==> src/rtl/mirfak_wb_arbiter_pkg.sv <==
// Shared Mirfak definitions: exception codes plus the memory-port arbiter's
// state and grant encodings.
package mirfak_wb_arbiter_pkg;

  localparam logic [3:0] EXC_INSTR_ACCESS_FAULT = 4'd1;
  localparam logic [3:0] EXC_LOAD_ACCESS_FAULT  = 4'd5;
  localparam logic [3:0] EXC_STORE_ACCESS_FAULT = 4'd7;

  typedef enum logic [2:0] {
    ST_IDLE   = 3'b001,
    ST_BUSY_I = 3'b010,
    ST_BUSY_D = 3'b100
  } arb_state_e;

  typedef enum logic {
    GNT_I = 1'b0,
    GNT_D = 1'b1
  } grant_e;

  // A disabled timer (0 cycles) still needs a legal 1-bit register.
  function automatic int timer_width(input int cycles);
    return (cycles > 0) ? $clog2(cycles + 1) : 1;
  endfunction

endpackage

==> src/rtl/mirfak_rr_arbiter2.sv <==
// Combinational two-way pick between the instruction and data requesters,
// either fixed data-priority or alternating against the last grant.
import mirfak_wb_arbiter_pkg::*;

module mirfak_rr_arbiter2 #(
  parameter bit ROUND_ROBIN = 1'b1
) (
  input  logic   req_ins,
  input  logic   req_dat,
  input  grant_e last_grant,
  output logic   valid,
  output grant_e grant
);

  always_comb begin
    valid = req_ins | req_dat;
    grant = GNT_I;
    if (req_ins && req_dat) begin
      if (!ROUND_ROBIN) grant = GNT_D;
      else              grant = (last_grant == GNT_I) ? GNT_D : GNT_I;
    end else if (req_dat) begin
      grant = GNT_D;
    end
  end

endmodule

==> src/rtl/mirfak_wb_arbiter.sv <==
// Two-master to one-slave classic Wishbone arbiter for the Mirfak unified
// memory port: registered grants, optional round-robin and bus timeout.
import mirfak_wb_arbiter_pkg::*;

module mirfak_wb_arbiter #(
  parameter int ROUND_ROBIN    = 1,
  parameter int TIMEOUT_CYCLES = 255
) (
  input  logic        clk_i,
  input  logic        rst_i,
  input  logic [31:0] iwbs_addr_i,
  input  logic [31:0] dwbs_addr_i,
  input  logic [31:0] iwbs_dat_i,
  input  logic [31:0] dwbs_dat_i,
  input  logic [3:0]  iwbs_sel_i,
  input  logic [3:0]  dwbs_sel_i,
  input  logic        iwbs_cyc_i,
  input  logic        dwbs_cyc_i,
  input  logic        iwbs_stb_i,
  input  logic        dwbs_stb_i,
  input  logic        iwbs_we_i,
  input  logic        dwbs_we_i,
  output logic [31:0] iwbs_dat_o,
  output logic [31:0] dwbs_dat_o,
  output logic        iwbs_ack_o,
  output logic        dwbs_ack_o,
  output logic        iwbs_err_o,
  output logic        dwbs_err_o,
  output logic [31:0] wbm_addr_o,
  output logic [31:0] wbm_dat_o,
  output logic [3:0]  wbm_sel_o,
  output logic        wbm_cyc_o,
  output logic        wbm_stb_o,
  output logic        wbm_we_o,
  input  logic [31:0] wbm_dat_i,
  input  logic        wbm_ack_i,
  input  logic        wbm_err_i
);

  localparam int              TW       = timer_width(TIMEOUT_CYCLES);
  localparam logic [TW-1:0]   TMR_LAST = TW'(TIMEOUT_CYCLES - 1);
  localparam logic [TW-1:0]   TMR_MAX  = '1;

  arb_state_e    state_q, state_d;
  grant_e        last_grant_q, last_grant_d;
  logic [TW-1:0] timer_q;
  logic          pick_valid;
  grant_e        pick;
  logic          slave_done;
  logic          timeout;

  assign slave_done = wbm_ack_i | wbm_err_i;
  assign timeout    = (TIMEOUT_CYCLES > 0) && (state_q != ST_IDLE) &&
                      !slave_done && (timer_q == TMR_LAST);

  mirfak_rr_arbiter2 #(
    .ROUND_ROBIN (ROUND_ROBIN != 0)
  ) u_pick (
    .req_ins    (iwbs_cyc_i & iwbs_stb_i),
    .req_dat    (dwbs_cyc_i & dwbs_stb_i),
    .last_grant (last_grant_q),
    .valid      (pick_valid),
    .grant      (pick)
  );

  always_ff @(posedge clk_i or posedge rst_i) begin
    if (rst_i) begin
      state_q      <= ST_IDLE;
      last_grant_q <= GNT_I;
    end else begin
      state_q      <= state_d;
      last_grant_q <= last_grant_d;
    end
  end

  // Counts granted cycles without a slave response; saturates rather than wraps.
  always_ff @(posedge clk_i or posedge rst_i) begin
    if (rst_i)                                  timer_q <= '0;
    else if (state_q == ST_IDLE)                timer_q <= '0;
    else if (!slave_done && timer_q != TMR_MAX) timer_q <= timer_q + 1'b1;
  end

  always_comb begin
    state_d      = state_q;
    last_grant_d = last_grant_q;
    wbm_addr_o   = '0;
    wbm_dat_o    = '0;
    wbm_sel_o    = '0;
    wbm_cyc_o    = 1'b0;
    wbm_stb_o    = 1'b0;
    wbm_we_o     = 1'b0;
    iwbs_dat_o   = '0;
    iwbs_ack_o   = 1'b0;
    iwbs_err_o   = 1'b0;
    dwbs_dat_o   = '0;
    dwbs_ack_o   = 1'b0;
    dwbs_err_o   = 1'b0;
    unique case (state_q)
      ST_IDLE: begin
        if (pick_valid) state_d = (pick == GNT_D) ? ST_BUSY_D : ST_BUSY_I;
      end
      ST_BUSY_I: begin
        wbm_addr_o = iwbs_addr_i;
        wbm_dat_o  = iwbs_dat_i;
        wbm_sel_o  = iwbs_sel_i;
        wbm_cyc_o  = iwbs_cyc_i;
        wbm_stb_o  = iwbs_stb_i;
        wbm_we_o   = iwbs_we_i;
        iwbs_dat_o = wbm_dat_i;
        iwbs_ack_o = wbm_ack_i;
        iwbs_err_o = wbm_err_i | timeout;
        if (slave_done || timeout) begin
          state_d      = ST_IDLE;
          last_grant_d = GNT_I;
        end else if (!iwbs_cyc_i) begin
          state_d = ST_IDLE;
        end
      end
      ST_BUSY_D: begin
        wbm_addr_o = dwbs_addr_i;
        wbm_dat_o  = dwbs_dat_i;
        wbm_sel_o  = dwbs_sel_i;
        wbm_cyc_o  = dwbs_cyc_i;
        wbm_stb_o  = dwbs_stb_i;
        wbm_we_o   = dwbs_we_i;
        dwbs_dat_o = wbm_dat_i;
        dwbs_ack_o = wbm_ack_i;
        dwbs_err_o = wbm_err_i | timeout;
        if (slave_done || timeout) begin
          state_d      = ST_IDLE;
          last_grant_d = GNT_D;
        end else if (!dwbs_cyc_i) begin
          state_d = ST_IDLE;
        end
      end
      default: state_d = ST_IDLE;
    endcase
  end

endmodule

==> config.mk <==
export PLATFORM = sky130hd
export DESIGN_NAME = mirfak_wb_arbiter
export DESIGN_NICKNAME = d
export VERILOG_FILES = /design/src/rtl/mirfak_wb_arbiter_pkg.sv /design/src/rtl/mirfak_rr_arbiter2.sv /design/src/rtl/mirfak_wb_arbiter.sv
export SDC_FILE = /design/constraint.sdc
export NUM_CORES = 1
export LEC_CHECK = 0
export CELL_PAD_IN_SITES_DETAIL_PLACEMENT = 1
export CELL_PAD_IN_SITES_GLOBAL_PLACEMENT = 1
export CORE_MARGIN = 3
export CORE_UTILIZATION = 13
export CTS_BUF_LIST = sky130_fd_sc_hd__clkbuf_8
export CTS_CLUSTER_SIZE = 40
export DETAILED_ROUTE_END_ITERATION = 8
export HOLD_SLACK_MARGIN = 0.15
export PLACE_DENSITY_LB_ADDON = 0.1
export SETUP_SLACK_MARGIN = 0.02
export SLEW_MARGIN = 20
export SYNTH_ARGS = -nofsm -noshare
export SYNTH_HDL_FRONTEND = slang
export SYNTH_SLANG_ARGS = --single-unit
==> constraint.sdc <==
create_clock -name clk_i -period 1.9 [get_ports clk_i]
set_input_delay 0.19 -clock clk_i [delete_from_list [all_inputs] [get_ports clk_i]]
set_output_delay 0.19 -clock clk_i [all_outputs]
set_load 0.02 [all_outputs]
==> flow_summary_export.csv <==
group,metric,value,unit
timing,maxSlewViolCount,0,
drt,wirelength,16.46,mm
logic_synthesis,synthMuxAreaShare,0,%
critical_path,crit_path_end_kind,"output pin",
grt,grt_max_degree,28,
clock_tree,clock_sinks,12,
logic_synthesis,yosys-top-cells-area,"a22o_1, and2_1, dfrtp_1",
timing,relSlewSlack,68.21,%
critical_path,worst-setup-path-type,"reg2out",
grt,grt_pass1_vias,3365,
timing,fin_tns_setup,-0.6220,ns
drt,wire_per_inst,21.71,um
floorplan,die_y,126.6,um
clock_tree,cts_max_level,1,
floorplan,ios,317,
floorplan,die_area,0.01602,sq mm
logic_synthesis,avgSynthCellArea,8.179,sq um
timing,rsz0062_at_grt,"true",
logic_synthesis,yosysTopAreaCell,"a22o_1",
drt,drcViolationCount,0,
cells_and_area,fin_nets,759,
logic_synthesis,ys_ff_latch,12,
clock_tree,cts_tree,"done",
critical_path,start_kind,"flip-flop",
pwr,power.density,291.4,mW/mm^2
logic_synthesis,synth-simple-area-share,33.11,%
job,drv_cap,0,
place,port_buffers,316,
timing,fin_ws,-0.03365,ns
critical_path,worstPathMaxFanout,6,
clock_tree,clk_latency,0.24,ns
logic_synthesis,synth_compound_area_share,39.14,%
floorplan,start_util,13.45,%
place,gp_congestion,0.8789,
grt,grt_pass1_wl,23.03,mm
drt,routed-via-count,3271,
timing,setup_viol,41,
floorplan,rows,43,
logic_synthesis,synthCells,231,
cells_and_area,syn_to_final_growth,214.4,%
grt,grt-ovfl-total,0,
critical_path,timing.critical_path.required,1.71,ns
clock_tree,cts_buffer_depth,2,
grt,antenna_found_initial,2,
critical_path,cp.arrival,1.74,ns
timing,hold_viol,0,
timing,layout_worst_path_cycle_share,101.8,%
logic_synthesis,netlist.area_leader.share,33.38,%
drt,antenna_left,0,
logic_synthesis,synthAdderAreaFrac,1.325,%
cells_and_area,drive_above_1_share,36.68,%
cells_and_area,final_core_util,42.30,%
clock_tree,clkTransAtPathRegs,0.05,ns
timing,fmax,517.2,MHz
floorplan,core,0.01404,sq mm
clock_tree,cts_root_buffer,"clkbuf_8",
floorplan,die_x,126.6,um
logic_synthesis,synth_cell_types,33,
cells_and_area,diodes,0,
drt,drt_iter0_markers,76,
logic_synthesis,syn_area,0.001889,sq mm
logic_synthesis,synth-seq-area-share,15.96,%
pwr,ir_drop,0.0001797,V
drt,avgViaCountPerCell,4.315,
timing,worst_pin_slew,0.4764,ns
clock_tree,numCtsBuffers,3,
place,hpwl,13.49,mm
grt,grtUsageTotal,18.66,%
logic_synthesis,yosys_warnings,0,
pwr,p_leak,2.726,nW
timing,period_minus_slack,1.934,ns
logic_synthesis,synth_fp_nets,411,
timing,skew,0.0005512,ns
drt,drt_first_pass_iters,4,
run_status,violations,"negative setup slack",
min_path,min-delay-path-class,"in2async",
logic_synthesis,synth_top_family_by_area,"compound AO/OA/AOI/OAI gates",
timing,holdWs,0.2685,ns
logic_synthesis,synth_xor_area_share,3.245,%
run_status,status,"complete, but fails checks",
-- sequential cells by signal (all words and copies together), names as in the netlist --
| name | count |
|---|---|
| timer_q | 8 |
| last_grant_q | 1 |
| state_q | 3 |
-- cell usage after synthesis --
library cell	instances
a211oi_1	1
a21oi_1	3
a22o_1	72
a31oi_1	1
and2_1	67
and3_1	1
and4_1	1
and4bb_2	1
buf_2	4
buf_4	7
clkbuf_1	9
clkbuf_2	3
dfrtp_1	11
dfstp_2	1
ha_1	2
inv_1	4
nand2_1	6
nand3_1	1
nand3b_1	2
nand4_1	2
nand4_4	1
nor2_1	9
nor2b_1	3
nor3b_2	2
nor3b_4	1
nor4_1	1
o2111ai_1	2
o211ai_1	3
o21a_1	1
o21ai_1	1
o41ai_4	1
xnor2_1	1
xor2_1	6
-- cell families (layout without fill, tap and decap cells) --
logic type / after synthesis / count (layout)
xor gates and xnor gates: 7 / 7
and+or+nand+nor: 98 / 98
adders and majority gates: 2 / 2
AOI/OAI and AO/OA: 85 / 85
DFF: 12 / 12
buffers and inverters: 27 / 374
-- worst max-delay path: stages, from the launching register on --
cell	delay (ns)
dfstp_2	0.57
buf_12	0.11
nor3b_4	0.04
buf_6	0.15
buf_12	0.14
buf_6	0.11
a22o_4	0.25
buf_12	0.13
-- area by class of cell --
cell class	instances	area, sq um
Clock buffer	3	41.29
Multi-Input combinational cell	192	1553
Tap cell	180	225.2
Fill cell	1620	8103
Inverter	4	15.01
Timing Repair Buffer	366	3800
Sequential cell	12	301.5
Clock inverter	1	3.754
-- stage by stage --
step	setup slack [ns]	std cells	total power, W	area (sq um)
after floorplan	0.2811	231	0.0006627	1889
after global placement	-0.07329	736	0.001382	5573
after detailed placement	-0.1471	736	0.001398	5573
after CTS	-0.06434	748	0.001653	5503
after global routing	-0.08686	758	0.001831	5939
final	-0.03365	758	0.001731	5939
-- per-layer routing --
metal	part of all wire, %	routed length [um]	up-vias	track usage [%]
met2	53	8703	155	34.74
met1	35	5697	1537	19.72
met3	11	1878	12	8.421
li1	-	-	1563	-
met4	0.98	161	4	2.587
met5	0.11	18	-	0
-- power by group --
group          leakage, nW  total [W]  internal (W)  switching, W
registers            0.160   0.000307      0.000283     0.0000231
clock network       0.0269   0.000240      0.000143     0.0000971
logic                 2.54    0.00118      0.000724      0.000461
total                 2.73    0.00173       0.00115      0.000581
-- final timing paths --
kind / start / endpoint / slack [ns] / cells past startpoint
worst max-delay path: state_q[0] / wbm_sel_o[3] / -0.03 / 7
worst min register to register: last_grant_q / last_grant_q / 0.55 / 1
max in group asynchronous: rst_i / state_q[0] / 1.29 / 2
min in group clk_i: last_grant_q / last_grant_q / 0.55 / 1
worst min-delay path: rst_i / timer_q[2] / 0.27 / 2
worst max register to register: timer_q[0] / state_q[2] / 0.24 / 7
-- cell usage in the layout (no fill, tap or decap), types with 4 or more instances in the layout --
master	count
and2_4	4
buf_12	22
nand2_1	6
dfrtp_1	11
clkbuf_16	6
a22o_1	63
buf_6	76
xor2_1	6
a22o_4	9
buf_4	35
inv_1	5
clkdlybuf4s50_1	177
and2_1	63
nor2_1	9
buf_2	45
-- timing repair --
item	4_1_cts	5_1_grt
gates cloned	2	7
pin swaps	16	47
setup buffers	6	3
setup endpoints to repair	133	116
hold buffers	0	0
gates resized for setup	536	168
Power figures use the tool's default switching activity.
